`src/rtl/prince_ti_pkg.sv`:
```
// prince_ti_pkg: shared constants and state type for the PRINCE TI share unmasking block.
package prince_ti_pkg;
   localparam int BYTE_W     = 8;
   localparam int SHARES_DEF = 4;
   localparam int BEATS_DEF  = 8;
   localparam int STATE_W    = BYTE_W * BEATS_DEF;
   localparam int CNT_W      = $clog2(BEATS_DEF);
   typedef enum logic [1:0] {COLLECT, COMBINE, OUTPUT} unmask_state_t;
endpackage

```
`src/rtl/prince_ti_share_buf.sv`:
```
// prince_ti_share_buf: one byte-addressed share register, written a byte per accepted beat.
module prince_ti_share_buf import prince_ti_pkg::*; #(
   parameter int BEATS = BEATS_DEF
) (
   input  logic                        clk,
   input  logic                        rst,
   input  logic                        we,
   input  logic [$clog2(BEATS)-1:0]    idx,
   input  logic [BYTE_W-1:0]           din,
   input  logic                        zero,
   output logic [BYTE_W*BEATS-1:0]     q
);
   always_ff @(posedge clk) begin
      if (rst || zero) q <= '0;
      else if (we) q[BYTE_W*idx +: BYTE_W] <= din;
   end
endmodule

```
`src/rtl/prince_ti_share_unmask.sv`:
```
// prince_ti_share_unmask: collects byte-serial Boolean shares and recombines them in one registered XOR stage.
// Optional macro PRINCE_UNMASK_ZEROIZE_EN clears share buffers and out_data on the output handshake.
module prince_ti_share_unmask import prince_ti_pkg::*; #(
   parameter int SHARES = SHARES_DEF,
   parameter int BEATS  = BEATS_DEF
) (
   input  logic                       clk,
   input  logic                       rst,
   input  logic                       in_valid,
   output logic                       in_ready,
   input  logic [BYTE_W*SHARES-1:0]   in_shares,
   output logic                       out_valid,
   input  logic                       out_ready,
   output logic [BYTE_W*BEATS-1:0]    out_data,
   output logic                       busy
);
   localparam int W  = BYTE_W * BEATS;
   localparam int CW = $clog2(BEATS);
`ifdef PRINCE_UNMASK_ZEROIZE_EN
   localparam bit ZEROIZE = 1'b1;
`else
   localparam bit ZEROIZE = 1'b0;
`endif
   unmask_state_t state, state_nxt;
   logic [CW-1:0] cnt;
   logic [W-1:0]  bufs [SHARES];
   logic [W-1:0]  comb_x;
   logic          acc, last, hs, zero;
   assign acc  = in_valid && in_ready;
   assign last = acc && (cnt == CW'(BEATS-1));
   assign hs   = out_valid && out_ready;
   assign zero = ZEROIZE && hs;
   for (genvar i = 0; i < SHARES; i++) begin : g_buf
      prince_ti_share_buf #(.BEATS(BEATS)) u_buf (
         .clk  (clk),
         .rst  (rst),
         .we   (acc),
         .idx  (cnt),
         .din  (in_shares[BYTE_W*i +: BYTE_W]),
         .zero (zero),
         .q    (bufs[i])
      );
   end
   // Shares meet only here, and the result is registered before leaving the block.
   always_comb begin
      comb_x = '0;
      for (int s = 0; s < SHARES; s++) comb_x = comb_x ^ bufs[s];
   end
   always_ff @(posedge clk) begin
      if (rst) state <= COLLECT;
      else state <= state_nxt;
   end
   always_comb begin
      state_nxt = (state == COLLECT && last) ? COMBINE :
                  (state == COMBINE)         ? OUTPUT  :
                  (state == OUTPUT && hs)    ? COLLECT : state;
   end
   always_comb begin
      in_ready = !rst && state == COLLECT;
      busy     = !rst && !(state == COLLECT && cnt == '0);
   end
   always_ff @(posedge clk) begin
      if (rst) begin
         cnt       <= '0;
         out_data  <= '0;
         out_valid <= 1'b0;
      end else begin
         if (acc) cnt <= last ? '0 : cnt + 1'b1;
         if (state == COMBINE) begin
            out_data  <= comb_x;
            out_valid <= 1'b1;
         end else if (hs) begin
            out_valid <= 1'b0;
            if (ZEROIZE) out_data <= '0;
         end
      end
   end
endmodule
```
`config.mk`:
```
export PLATFORM = sky130hd
export DESIGN_NAME = prince_ti_share_unmask
export DESIGN_NICKNAME = d
export VERILOG_FILES = /design/src/rtl/prince_ti_pkg.sv /design/src/rtl/prince_ti_share_buf.sv /design/src/rtl/prince_ti_share_unmask.sv
export SDC_FILE = /design/constraint.sdc
export NUM_CORES = 1
export LEC_CHECK = 0
export BUFFER_PORTS_ARGS = -buffer_cell sky130_fd_sc_hd__buf_2
export CORE_MARGIN = 5
export CORE_UTILIZATION = 54
export DETAILED_ROUTE_END_ITERATION = 10
export PLACE_DENSITY = 0.77
export SYNTH_ARGS = -nofsm -noshare
export SYNTH_HDL_FRONTEND = slang
export SYNTH_SLANG_ARGS = --single-unit
```
`constraint.sdc`:
```
create_clock -name clk -period 2.4 [get_ports clk]
set_input_delay 0.36 -clock clk [delete_from_list [all_inputs] [get_ports clk]]
set_output_delay 0.36 -clock clk [all_outputs]
set_load 0.01 [all_outputs]
```
* Word-level counts from Yosys, hierarchy flattened *
Cells that the tools add are included.

storage, ports and cells
  register bits after elaboration = 326
  output and inout port bits = 67

cells by class
  add/subtract/negate cells = 2
  eq/ne operators = 3
  shifts and indexed selects = 5
  mux-type cells = 10
  bitwise logic cells = 3
  reductions and logical operators = 16

operators with widths
  operator                                                                  count
  64-bit bitwise mux                                                        4
  8-bit by 34-bit variable part select with 64-bit output                   4
  64-bit XOR                                                                3
  8-bit by 34-bit variable shift with 64-bit output (first input constant)  1
  6-bit negator with 34-bit output                                          1
  1-bit logical AND                                                         8
  2-bit 2-to-1 mux                                                          2
  2-bit nonzero test                                                        2
  3-bit by 1-bit adder with 3-bit output (second input constant)            1
  3-bit equality test (second input constant)                               1
  3-bit logical NOT                                                         1
  1-bit 2-to-1 mux                                                          3
  3-bit 2-to-1 mux                                                          1
  3-bit nonzero test                                                        1
  2-bit by 1-bit equality test with 1-bit output (second input constant)    1
  2-bit equality test (second input constant)                               1
  1-bit logical NOT                                                         2
  2-bit logical NOT                                                         1
  2-bit OR reduction                                                        1

* Longest topological paths before layout *
Gate-level depths: netlist (run 1).

  depth after elaboration = 6
  depth in mapped cells = 9
  mapped depth without buffers = 6

* Modules after synthesis *
From an unflattened synthesis (run 1), not the netlist that was laid out.

unflattened totals
  cells, all modules = 1661
  area, all modules = 15484.9 um^2

by module, submodules not included
  module                                    times used  cells an instance  area each (um^2)  seq. area each (um^2)
  prince_ti_share_buf (g_buf[0].u_buf ...)  2           323                2919.0            1281.2
  prince_ti_share_unmask                    1           441                4141.5            1401.3
  prince_ti_share_buf (g_buf[3].u_buf)      1           298                2777.7            1281.2
  prince_ti_share_buf (g_buf[2].u_buf)      1           276                2727.6            1281.2

* Worst setup path after synthesis (run 1) *
OpenSTA, ideal clock, no wires.

  path type = register to register
  start = reg cnt[0]
  end = reg g_buf[2].u_buf.q[7]
  setup time = 121 ps
  arrival = 2108 ps
  data required time = 2279 ps
  path slack = 171 ps
  stages on the path, launching flop included = 10
  cells stage by stage = dfxtp_1 -> buf_2 -> inv_1 -> ha_1 -> ha_1 -> nor4b_1 -> and3_1 -> buf_2 -> buf_4 -> mux2_2

between the ends
  word-level cells in the longest chain between the ends = 3
  elaborated cells on any way between the ends = 4
  those cells by class = add/sub (1); shift (2); mux (1)

ends and longest elaborated chain
  element                                                                                                                       line                          RTL
  start, declared                                                                                                               prince_ti_share_unmask.sv:25  logic [CW-1:0] cnt;
  start signal, assigned                                                                                                        prince_ti_share_unmask.sv:68  if (acc) cnt <= last ? '0 : cnt + 1'b1;
  6-bit negator with 34-bit output (*)                                                                                          prince_ti_share_buf.sv:15     else if (we) q[BYTE_W*idx +: BYTE_W] <= din;
  8-bit by 34-bit variable part select with 64-bit output or 8-bit by 34-bit variable shift with 64-bit output (tied branches)  prince_ti_share_buf.sv:15
  64-bit bitwise mux (*)                                                                                                        prince_ti_share_buf.sv:15
  end signal, assigned by index                                                                                                 prince_ti_share_buf.sv:15
  end, declared                                                                                                                 prince_ti_share_buf.sv:11     output logic [BYTE_W*BEATS-1:0] q

Mark *: on every way between the ends. The rest lies on a longest branch, timed or not.
A chain may end at the register's enable or synchronous reset.

* Final worst setup path (run 1) *
  start = reg cnt[0]
  end = reg g_buf[1].u_buf.q[57]

between the ends
  word-level cells in the longest chain between the ends = 3
  elaborated cells on any way between the ends = 4
  those cells by class = add/sub (1); shift (2); mux (1)

ends and longest elaborated chain
  element                                                                                                                       line
  6-bit negator with 34-bit output (*)                                                                                          prince_ti_share_buf.sv:15
  8-bit by 34-bit variable part select with 64-bit output or 8-bit by 34-bit variable shift with 64-bit output (tied branches)  prince_ti_share_buf.sv:15
  64-bit bitwise mux (*)                                                                                                        prince_ti_share_buf.sv:15
  end signal, assigned by index                                                                                                 prince_ti_share_buf.sv:15
  end, declared                                                                                                                 prince_ti_share_buf.sv:11

Marks and branches as above.

==> key figures, run 1 <==
Outcome
  – Run status: finished, final reports clean

Placed design
  – Placed cells: about 1900
  – Final HPWL DP: 21740 µm
  – Placed instance area: approximately 0.015 mm²
  – Setup WS pre-CTS: between 200 and 300 ps
  – RD Place Congestion: 0.8429
  – PortBufs: between 100 and 150

Setup path
  – Worst path max stage delay: between 400 and 500 ps
  – Delay-heaviest family, CP: simple AND/OR/NAND/NOR gates
  – CP endpoint kind: flop
  – Critical Path RT: approximately 2800 ps
  – CP Cell Sequence: inv_1, ha_1, ha_1, buf_4, nor2b_1, nand2_1, mux2i_1
  – WS Path Type: reg2reg
  – CP most frequent cell: ha_1
  – Crit-path slowest cell: nor2b_1
  – Buf+Inv Stages, Crit Path: 2
  – Critical Path Fanout Max: 15
  – Worst setup SP type: flop
  – WP data arrival: approximately 2600 ps

Floorplanning
  – DIE AREA: just under 0.03 mm²
  – Rows: just under 60
  – Die Y: 171.8 µm
  – Initial core utilization: 54.55%
  – IO Pins: around 100
  – Core Region: 0.02591 mm²
  – Die X-Extent: between 150 and 200 µm

STA
  – Clock Skew: roughly 16 ps
  – Max Transition Viols Final: 0
  – Final setup fails: 0
  – Period utilization: 89.34%
  – Min Hold Slack: approximately 78 ps
  – Final worst path period need: 2144 ps
  – Final worst slack: 255.9 ps
  – Fin. Hold Viols: 0
  – Setup TNS: 0 ps
  – Fmax: approximately 470 MHz
  – RSZ-0062 raised after global routing: false
  – Slew HR: approximately three fifths
  – Worst-Margin Slew: 617.7 ps

Routing
  – DRC: 0
  – Drt first pass iters: 5
  – Max layer used: met5
  – Metal3 WL: between 2000 and 2500 µm
  – 1st-iter DRT viols: around 710
  – Via density: between 5 and 6
  – Total number of vias: approximately 10000
  – Met2 wire length: around 15000 µm
  – Wire length on met1: between 10000 and 15000 µm
  – Wirelength per Cell: 17.04 µm
  – Routed WL: roughly 33000 µm
  – DRT antenna net count: 0

Synthesis
  – Mapped cell area: about 0.014 mm²
  – Syn_nets: about 1500
  – Synth unique cells: 36
  – Avg Cell Area, Syn: 9.648 µm²
  – Yosys warnings: 0
  – Mapped Cells: between 1000 and 1500
  – Post-synthesis sequential area ratio: a little under half
  – FF+latch count, synth: about 330

Clocking
  – Post-CTS sizing: 0
  – Clock transition at path regs: ~60 ps
  – CTS tree: done
  – Hold buffers post-CTS: 0
  – CTS sink count: between 300 and 400
  – Htree depth: 2
  – Post-CTS setup buffer count: 0
  – Clock buffer count from CTS: 35
  – Worst-skew pair later-pin latency: approximately 520 ps
  – Root Buffer: clkbuf_16
  – Clk buf depth: 3

Job
  – MaxCap Viol Count: 0

Pwr
  – Sw Share: between 20% and 30%
  – Total Power: 11.52 mW
  – Maximum vdd drop: between 0.5 and 0.6 mV
  – Reg power frac: 47.8%
  – Comb pwr share: roughly 6.7%
  – Psw: approximately 2.6 mW
  – Clock network power share: a little under half
  – PD cells: slightly above 700 mW/mm²
  – Internal cell power: just under 9 mW
  – Static Leak: around 7.3 nW

Cells and area
  – Layout Utilization: 62.59%
  – Final std cells w/o fill: 1926
  – Most frequent cells in the layout: 349 x nand2_1, 326 x dfxtp_1, 225 x mux2i_1, 192 x xnor2_1, 102 x buf_2
  – Most common cell after layout, fill and taps aside: nand2_1
  – Area grow syn2layout: 14.74%
  – Layout cells sized above 1: 15.52%
  – Ant diodes: 0
  – Nets@finish: ~1600
  – Finished Cell Area: roughly 0.016 mm²

Min path
  – Hold Crit Class: in2reg

GRT
  – Pin count of the biggest net entering global routing: 130
  – Remaining Overflow, GRT: 0
  – Vias in the first global route: 10060
  – Initial antenna violation count: 1
  – Tot GR Track Use: about 22%
  – First-pass GRT wire length: roughly 52000 µm
-- worst register-to-register path: stages, from the launching register on --
cell	delay [ps]
dfxtp_1	320
inv_1	60
ha_1	220
ha_1	390
buf_4	250
nor2b_1	490
nand2_1	170
mux2i_1	170
-- synth_stat cells, drive strengths merged --
library cell | n | area share (%)
nand3b | 2 | 0.11
o31ai | 2 | 0.11
nor2 | 5 | 0.13
or3 | 2 | 0.089
xnor2 | 192 | 12
buf | 33 | 2.0
nand3 | 12 | 0.53
nor3b | 3 | 0.19
and3b | 1 | 0.062
o31a | 1 | 0.062
nand4b | 3 | 0.44
clkinv | 1 | 0.027
nand2 | 349 | 9.3
inv | 4 | 0.11
o2111ai | 1 | 0.11
o21ai | 64 | 2.3
mux2 | 31 | 2.5
nor3 | 1 | 0.035
clkbuf | 61 | 1.6
a21oi | 69 | 2.4
and3 | 1 | 0.044
dfxtp | 326 | 46
nor4b | 2 | 0.23
mux2i | 225 | 16
or4b | 1 | 0.071
nor2b | 65 | 2.9
ha | 7 | 0.62
o2111a | 1 | 0.080
-- power groups by stage --
stage / combinational, mW / sequential [mW] / clock (mW)
finish: 0.777 / 5.50 / 5.24
global route: 0.826 / 5.50 / 5.58
CTS: 0.771 / 5.50 / 5.33
detailed placement: 0.767 / 5.62 / 0
global placement: 0.758 / 5.62 / 0
floorplan: 0.447 / 5.62 / 0
-- cells by family (layout without fill, tap and decap cells) --
family	after synthesis	after routing	share of synthesized area, %
flip-flops	326	326	46.17
multiplexers	256	256	18.40
adder cells (fa/ha/maj)	7	7	0.6196
XOR/XNOR	192	192	11.90
AO/OA/AOI/OAI	138	138	5.063
buffers and inverters	99	225	3.762
AND/OR/NAND/NOR	447	447	14.08
-- flip-flops by register name, summed over array words and instances, names as in the netlist --
signal,flops
g_buf.u_buf.q,256
out_data,64
cnt,3
state,2
out_valid,1
-- layer usage --
metal,GRT usage (%),up-vias
met5,0,-
met4,7.519,2
met3,4.275,61
met2,36.32,251
met1,29.78,4763
li1,-,5036
-- final timing paths --
| kind | slack (ps) | startpoint | endpoint | cells past startpoint |
|---|---|---|---|---|
| setup reg to reg | 260 | cnt[0]$_SDFFE_PP0P_ | g_buf[1].u_buf.q[57]$_SDFFE_PP0P_ | 7 |
| setup / recovery | 260 | cnt[0]$_SDFFE_PP0P_ | g_buf[1].u_buf.q[57]$_SDFFE_PP0P_ | 7 |
| hold reg to reg | 470 | g_buf[0].u_buf.q[23]$_SDFFE_PP0P_ | g_buf[0].u_buf.q[23]$_SDFFE_PP0P_ | 2 |
| hold / removal | 80 | in_shares[19] | g_buf[2].u_buf.q[3]$_SDFFE_PP0P_ | 2 |
-- area by class of cell --
type	instances	area, µm²
clock inverters	5	42.54
repair buffers	159	1013
well taps	335	419.2
clock buffers	56	1096
flip-flops and latches	326	6526
fillers	2124	9693
multi-input cells	1040	7094
inverters	5	26.28
Power figures use the tool's default switching activity.
==> inputs of run 2 (changes only) <==
- RECOVER_POWER: default -> 25
==> key figures, run 2 (synthesis gave the netlist of run 1 again) <==
STA
  – Fmax: 466.6 MHz (was 466.4 MHz)
  – Clock Skew: 15.32 ps (was 15.79 ps)
  – Worst-Margin Slew: 637.1 ps (was 617.7 ps)
  – RSZ-0062 raised after global routing: false (unchanged)
  – Final setup fails: 0 (unchanged)
  – Fin. Hold Viols: 0 (unchanged)
  – Final worst path period need: 2143 ps (was 2144 ps)
  – Slew HR: 57.37% (was 58.67%)
  – Period utilization: 89.30% (was 89.34%)
  – Max Transition Viols Final: 0 (unchanged)
  – Final worst slack: 256.7 ps (was 255.9 ps)
  – Setup TNS: 0 ps (unchanged)

Clocking
  – CTS tree: done (unchanged)
  – Clock buffer count from CTS: 35 (unchanged)
  – Post-CTS sizing: 0 (unchanged)
  – Post-CTS setup buffer count: 0 (unchanged)
  – Htree depth: 2 (unchanged)
  – CTS sink count: 326 (unchanged)
  – Clk buf depth: 3 (unchanged)
  – Root Buffer: clkbuf_16 (unchanged)
  – Hold buffers post-CTS: 0 (unchanged)
  – Clock transition at path regs: 60 ps (about the same)
  – Worst-skew pair later-pin latency: 520 ps (about the same)

GRT
  – Pin count of the biggest net entering global routing: 130 (unchanged)
  – Vias in the first global route: 10060 (unchanged)
  – Remaining Overflow, GRT: 0 (unchanged)
  – Initial antenna violation count: 1 (unchanged)
  – Tot GR Track Use: 22.25% (unchanged)
  – First-pass GRT wire length: 52310 µm (unchanged)

Setup path
  – R2R Setup Slk: 260 ps (about the same)
  – CP endpoint kind: flop (unchanged)
  – Critical Path RT: 2840 ps (about the same)
  – WS Path Type: reg2reg (unchanged)
  – Critical Path Fanout Max: 15 (unchanged)
  – Reg-to-reg startpoint: cnt[1]$_SDFFE_PP0P_ (was cnt[0]$_SDFFE_PP0P_)
  – Worst r2r dst: g_buf[1].u_buf.q[57]$_SDFFE_PP0P_ (unchanged)
  – WP data arrival: 2590 ps (about the same)
  – Worst setup SP type: flop (unchanged)
  – FF-to-FF path depth: 7 (unchanged)

Routing
  – 1st-iter DRT viols: 649 (was 707)
  – Via density: 5.245 (was 5.251)
  – Total number of vias: 10100 (was 10110)
  – DRC: 0 (unchanged)
  – Drt first pass iters: 5 (unchanged)
  – Wirelength per Cell: 17.11 µm (was 17.04 µm)
  – DRT antenna net count: 0 (unchanged)
  – Routed WL: 32950 µm (was 32830 µm)

Pwr
  – Static Leak: 6.985 nW (was 7.277 nW)
  – Total Power: 11.52 mW (about the same)
  – Maximum vdd drop: 0.5022 mV (was 0.5014 mV)
  – PD cells: 714.2 mW/mm² (was 710.2 mW/mm²)

Placed design
  – PortBufs: 102 (unchanged)
  – Placed instance area: 0.01508 mm² (unchanged)
  – Final HPWL DP: 21740 µm (unchanged)
  – Setup WS pre-CTS: 280.5 ps (unchanged)
  – RD Place Congestion: 0.8429 (unchanged)

Cells and area
  – Finished Cell Area: 0.01613 mm² (was 0.01622 mm²)
  – Most common cell after layout, fill and taps aside: nand2_1 (unchanged)
  – Area grow syn2layout: 14.08% (was 14.74%)
  – Layout Utilization: 62.23% (was 62.59%)
  – Layout cells sized above 1: 11.31% (was 15.52%)
  – Nets@finish: 1610 (unchanged)
  – Ant diodes: 0 (unchanged)
  – Register area: 0.006526 mm² (unchanged)
  – Multi-input gate area: 0.007087 mm² (was 0.007094 mm²)
  – Max FFs per register: 256 (unchanged)
  – Largest registers: g_buf.u_buf.q: 256 flops, out_data: 64 flops, cnt: 3 flops (unchanged)
  – FILL cells: 2161 (was 2124)
  – Most frequent cells in the layout: 349 x nand2_1, 326 x dfxtp_1, 225 x mux2i_1, 192 x xnor2_1, 74 x clkbuf_1 (was 349 x nand2_1, 326 x dfxtp_1, 225 x mux2i_1, 192 x xnor2_1, 102 x buf_2)
  – Largest Register: g_buf.u_buf.q (unchanged)

Min path
  – Hold endpoint: g_buf[2].u_buf.q[2]$_SDFFE_PP0P_ (was g_buf[2].u_buf.q[3]$_SDFFE_PP0P_)
  – Hold Crit Start: in_shares[18] (was in_shares[19])
  – Hold Path Depth: 2 (unchanged)
  – Hold Crit Class: in2reg (unchanged)

Floorplanning
  – Core Region: 0.02591 mm² (unchanged)
  – DIE AREA: 0.02951 mm² (unchanged)
  – Initial core utilization: 54.55% (unchanged)
  – Rows: 59 (unchanged)
  – Die Y: 171.8 µm (unchanged)
  – IO Pins: 103 (unchanged)
  – Die X-Extent: 171.8 µm (unchanged)

Outcome
  – Run status: finished, final reports clean (unchanged)

Job
  – MaxCap Viol Count: 0 (unchanged)
[run 2: metal layers]
layer | vias up | wire [µm] | track usage, %
li1 | 5037 | - | -
met1 | 4773 | 14640 | 29.78
met2 | 231 | 15290 | 36.32
met3 | 59 | 2017 | 4.275
met4 | 2 | 988 | 7.519
met5 | - | 7 | 0
[run 2: power by group]
| group | switching, mW | internal, mW | total, mW |
|---|---|---|---|
| sequential | 0.0332 | 5.47 | 5.50 |
| combinational | 0.475 | 0.302 | 0.778 |
| clock | 2.11 | 3.13 | 5.24 |
| total | 2.62 | 8.90 | 11.5 |
[run 2: worst max path at each step]
stage	start	endpoint	slack [ps]	depth (start not counted)
floorplan	cnt[0]$_SDFFE_PP0P_	g_buf[2].u_buf.q[7]$_SDFFE_PP0P_	170	9
global placement	cnt[0]$_SDFFE_PP0P_	g_buf[0].u_buf.q[4]$_SDFFE_PP0P_	290	7
detailed placement	cnt[0]$_SDFFE_PP0P_	g_buf[0].u_buf.q[4]$_SDFFE_PP0P_	280	7
CTS	cnt[1]$_SDFFE_PP0P_	g_buf[0].u_buf.q[2]$_SDFFE_PP0P_	260	7
global route	cnt[0]$_SDFFE_PP0P_	g_buf[0].u_buf.q[3]$_SDFFE_PP0P_	60	7
finish	cnt[1]$_SDFFE_PP0P_	g_buf[1].u_buf.q[57]$_SDFFE_PP0P_	260	7
[run 2: cell type report]
class / instances / share of cell area (%)
well taps: 335 / 2.599
clock inverters: 5 / 0.2638
flip-flops and latches: 326 / 40.47
inverters: 5 / 0.1629
multi-input cells: 1040 / 43.95
clock buffers: 56 / 6.797
repair buffers: 159 / 5.757
[run 2: through the flow]
step / std cells / hold slack, ps
6_report: 1926 / 80.36
5_1_grt: 1926 / 83.52
4_1_cts: 1926 / 62.95
3_5_place_dp: 1865 / 459.7
3_3_place_gp: 1865 / 455.3
2_1_floorplan: 1465 / 447.3
[run 2: worst max-delay path, stage by stage (launching register included)]
cell     delay [ps]
dfxtp_1         320
inv_1            70
ha_1            210
ha_1            380
buf_4           250
nor2b_1         490
nand2_1         170
mux2i_1         170
